$ cat src/rtl/temperature_calculator.sv
// Calibrated temperature: tempc = tc_base + tc_ref * adc_data.
// Two registered stages: the multiply stage, then the accumulate stage with a wrap flag.
module temperature_calculator #(
  parameter int BASE_W = 32,
  parameter int REF_W  = 8,
  parameter int ADC_W  = 16
) (
  input  logic              clk,
  input  logic              rst,
  input  logic              in_valid,
  input  logic [BASE_W-1:0] tc_base,
  input  logic [REF_W-1:0]  tc_ref,
  input  logic [ADC_W-1:0]  adc_data,
  output logic [BASE_W-1:0] tempc,
  output logic              out_valid,
  output logic              tempc_ovf
);

  localparam int PROD_W = REF_W + ADC_W;

  // Handshake: valid-only, with no ready. Operands are taken on any edge where
  // in_valid=1. out_valid marks tempc/tempc_ovf for exactly one cycle. Every
  // result must be consumed in the cycle it is presented.

  logic [PROD_W-1:0] prod_q, prod_d;
  logic [BASE_W-1:0] base_q, base_d;
  logic              s1_valid_q, s1_valid_d;
  logic [BASE_W-1:0] tempc_q, tempc_d;
  logic              ovf_q, ovf_d;
  logic              out_valid_q, out_valid_d;
  logic [BASE_W:0]   sum;

  always_comb begin
    prod_d     = prod_q;
    base_d     = base_q;
    s1_valid_d = in_valid;
    if (in_valid) begin
      prod_d = PROD_W'(tc_ref) * PROD_W'(adc_data);
      base_d = tc_base;
    end
  end

  // Add one guard bit so the carry out of the add becomes the wrap flag.
  always_comb begin
    sum         = {1'b0, base_q} + (BASE_W + 1)'(prod_q);
    tempc_d     = tempc_q;
    ovf_d       = ovf_q;
    out_valid_d = s1_valid_q;
    if (s1_valid_q) begin
      tempc_d = sum[BASE_W-1:0];
      ovf_d   = sum[BASE_W];
    end
  end

  always_ff @(posedge clk or posedge rst) begin
    if (rst) begin
      prod_q      <= '0;
      base_q      <= '0;
      s1_valid_q  <= 1'b0;
      tempc_q     <= '0;
      ovf_q       <= 1'b0;
      out_valid_q <= 1'b0;
    end else begin
      prod_q      <= prod_d;
      base_q      <= base_d;
      s1_valid_q  <= s1_valid_d;
      tempc_q     <= tempc_d;
      ovf_q       <= ovf_d;
      out_valid_q <= out_valid_d;
    end
  end

  assign tempc     = tempc_q;
  assign tempc_ovf = ovf_q;
  assign out_valid = out_valid_q;

endmodule

$ cat config.mk
export PLATFORM = sky130hd
export DESIGN_NAME = temperature_calculator
export DESIGN_NICKNAME = d
export VERILOG_FILES = /design/src/rtl/temperature_calculator.sv
export SDC_FILE = /design/constraint.sdc
export NUM_CORES = 1
export LEC_CHECK = 0
export ABC_AREA = 0
export CAP_MARGIN = 20
export CORE_UTILIZATION = 45
export DETAILED_ROUTE_END_ITERATION = 6
export PLACE_DENSITY_LB_ADDON = 0.1
export REMOVE_ABC_BUFFERS = 1
export SYNTH_ARGS = -nofsm -noshare
export SYNTH_HDL_FRONTEND = slang
export SYNTH_SLANG_ARGS = --single-unit
export TNS_END_PERCENT = 5
$ cat constraint.sdc
create_clock -name clk -period 2.9 [get_ports clk]
set_clock_uncertainty 0.1 [all_clocks]
set_input_delay 0.58 -clock clk [delete_from_list [all_inputs] [get_ports clk]]
set_output_delay 0.58 -clock clk [all_outputs]
set_load 0.1 [all_outputs]
==> metrics.txt <==
status=finished with violations; violations in the final reports=setup timing; number of detailed-routing iterations run before antenna repair=4; peak supply drop=0.5948 mV; average size of a mapped cell=9.933 um2; Slew @ Worst Pin=482.3 ps; CTS tree=built; Max Cap Violations=0; total inserted antenna cells=0; clock latency of the later-clocked register in the worst-skew pair=340 ps; total leakage power=5.463 nW; Non-Filler Cell Area, Final=0.01164 mm2; pwr/cell area=1069 mW/mm2; Die Y=143.0 um; FF-to-FF setup slack=170 ps; final max-slew violation count=0; Synth Instances=901; Ys Warns=0; clock root buffer=sky130_fd_sc_hd__clkbuf_16; buffers from clock root to sink, at most=2; Final Setup Violations=20; DR vias=6,932; Seq. cell area=0.002277 mm2; area of the die=0.02046 mm2; number of placement rows=51; routed wire length per instance=14.62 um; post-detailed-placement half-perimeter wirelength=15,670 um; vias per cell=5.082; global-route wire length before repair=34,200 um; sequential element share of the synthesized area=25.44%; Final period util=157.1%; ANT nets after route=0; Top FF cell, synth=sky130_fd_sc_hd__dfrtp_1; area grow syn2layout=30.10%; overall global routing resource usage=21.14%; Placer Congestion=0.8410; via count of the first global-routing pass=7,068; Post-DP Area=0.01083 mm2; CTS clk-pin slew, worst paths=60 ps; FFs w/ async S/R, synth=100.0%; Startpoint Class=input pin; number of violations reported at the end of detailed-routing iteration 0=263; grt ovf=0; initial cell density of the core=45.99%; final standard cell count with taps included and fillers excluded=1,364; worst min-delay path class=reg -> reg; leading cell types in the layout, fill and taps excluded=sky130_fd_sc_hd__buf_4, sky130_fd_sc_hd__inv_1, sky130_fd_sc_hd__and2_1; share of cells above drive strength 1=31.76%; number of enable flip-flop cells after synthesis=0; CP Data Arrival Time=4690 ps; quantity of hold-fixing buffers added after cts=0; most common cell after layout, fill and taps aside=sky130_fd_sc_hd__buf_4; Inst Count DP=1,338; number of distinct library cells after synthesis=73; final WL=19,940 um; total number of nets in the final design=1,307; number of antenna violations at the first check in global routing=0; type of destination of the critical path=flip-flop; start-to-end type of the worst setup path=in -> reg; Syn Std Cell Area=0.008950 mm2; RSZ-0062 raised after global routing=true; data required time of the critical path=3030 ps; worst-case setup margin in the final layout=-1656 ps; min Tclk post-route=4556 ps; max-slew headroom at the worst pin=67.85%; number of primary I/O pins=93; core area=0.01946 mm2; TritonCTS Buffers=9; number of synthesized register bits=91; worst slack at placement=-2757 ps; Multi-input gate area=0.006507 mm2; # clock sinks=91; final-layout fill cell count=1,741; maximum fanout encountered on the critical timing path=5; Hold Fails Final Rpt=0; final-layout worst hold slack=391.6 ps; maximum number of pins on one net before global-route repair=44; number of buffers inserted by port buffering=92; DRC Markers=0; chip width=143.0 um; depth of the CTS H-tree=3; highest clock rate=219.5 MHz
final cells by class:
cell class	instances	share of cell area, %
tap	265	2.848
inverter	119	3.847
timing repair buffer	210	14.95
clock buffer	9	1.934
clock inverter	6	0.9779
sequential	91	19.56
multi-input combinational	664	55.89
critical path, stage by stage:
cell	delay (ps)
sky130_fd_sc_hd__buf_8	100
sky130_fd_sc_hd__buf_6	130
sky130_fd_sc_hd__and2_1	150
sky130_fd_sc_hd__fa_1	550
sky130_fd_sc_hd__fa_1	440
sky130_fd_sc_hd__fa_1	500
sky130_fd_sc_hd__inv_1	50
sky130_fd_sc_hd__fa_1	520
sky130_fd_sc_hd__inv_1	60
sky130_fd_sc_hd__ha_4	300
sky130_fd_sc_hd__o311ai_4	110
sky130_fd_sc_hd__a32oi_2	250
sky130_fd_sc_hd__a311oi_2	160
sky130_fd_sc_hd__buf_4	160
sky130_fd_sc_hd__buf_4	120
sky130_fd_sc_hd__buf_4	120
sky130_fd_sc_hd__xnor2_1	120
sky130_fd_sc_hd__mux2_4	260
logic make-up after synthesis:
family	share of synthesized area, %
simple gates	15.36
compound gates	13.27
fa+ha+maj	28.52
buf+inv	6.151
flops	25.44
mux	8.025
xor+xnor	3.229
where the power goes:
group	internal [W]	leakage, nW	switching [W]
clock	0.000840	0.158	0.000497
sequential	0.00168	1.07	0.000232
combinational	0.00411	4.24	0.00510
total	0.00662	5.46	0.00583
final timing paths:
kind | startpoint | end | depth (start not counted)
hold / removal | tempc[16] | tempc[16] | 2
setup / recovery | tc_ref[2] | prod_q[15] | 18
max in group asynchronous | rst | base_q[15] | 3
hold reg to reg | tempc[16] | tempc[16] | 2
min in group asynchronous | rst | tempc[3] | 2
setup reg to reg | prod_q[0] | tempc[22] | 11
per-stage QoR:
stage | setup TNS, ps | util (%) | power (W)
global route | -28200 | 59.83 | 0.01349
global placement | -46440 | 55.62 | 0.01012
finish | -25460 | 59.83 | 0.01245
floorplan | -40870 | - | 0.007655
detailed placement | -47220 | 55.62 | 0.01015
CTS | -26560 | 59.36 | 0.01230
cell usage after synthesis, types with 4 or more instances:
cell,instances,area share [%]
sky130_fd_sc_hd__nand3_1,15,0.84
sky130_fd_sc_hd__ha_1,68,9.5
sky130_fd_sc_hd__inv_1,118,4.9
sky130_fd_sc_hd__o21ai_1,5,0.28
sky130_fd_sc_hd__a21oi_1,37,2.1
sky130_fd_sc_hd__nor2b_1,4,0.28
sky130_fd_sc_hd__a31oi_1,9,0.63
sky130_fd_sc_hd__fa_1,85,19
sky130_fd_sc_hd__clkbuf_1,21,0.88
sky130_fd_sc_hd__o21bai_1,6,0.50
sky130_fd_sc_hd__and2_1,108,7.5
sky130_fd_sc_hd__o21ai_0,28,1.6
sky130_fd_sc_hd__a21o_1,18,1.5
sky130_fd_sc_hd__xnor2_1,23,2.3
sky130_fd_sc_hd__o21a_1,7,0.59
sky130_fd_sc_hd__nor3_1,9,0.50
sky130_fd_sc_hd__nand2_1,55,2.3
sky130_fd_sc_hd__mux2_2,62,7.8
sky130_fd_sc_hd__dfrtp_1,91,25
sky130_fd_sc_hd__nor2_1,36,1.5
sky130_fd_sc_hd__and3_1,5,0.35
sky130_fd_sc_hd__or3_1,4,0.28
sky130_fd_sc_hd__xor2_1,10,0.98
sky130_fd_sc_hd__buf_1,4,0.17
sky130_fd_sc_hd__a211oi_1,4,0.34
flip-flops by register name, summed over array words and instances (netlist names):
register / cells
base_q: 32
out_valid_d: 1
prod_q: 24
tempc_ovf: 1
out_valid: 1
tempc: 32
metal layers:
metal | routed length [um] | GRT usage [%]
met1 | 9571 | 29.15
met2 | 9738 | 35.92
met3 | 470 | 2.716
met4 | 161 | 3.339
met5 | 0 | 0
repair_timing:
item / in CTS / in global routing
setup buffers: 4 / 4
resized for setup: 178 / 27
pin swaps: 77 / 48
endpoints found under the setup margin: 21 / 23
cloned: 3 / 0
(Power assumes the default switching activity.)
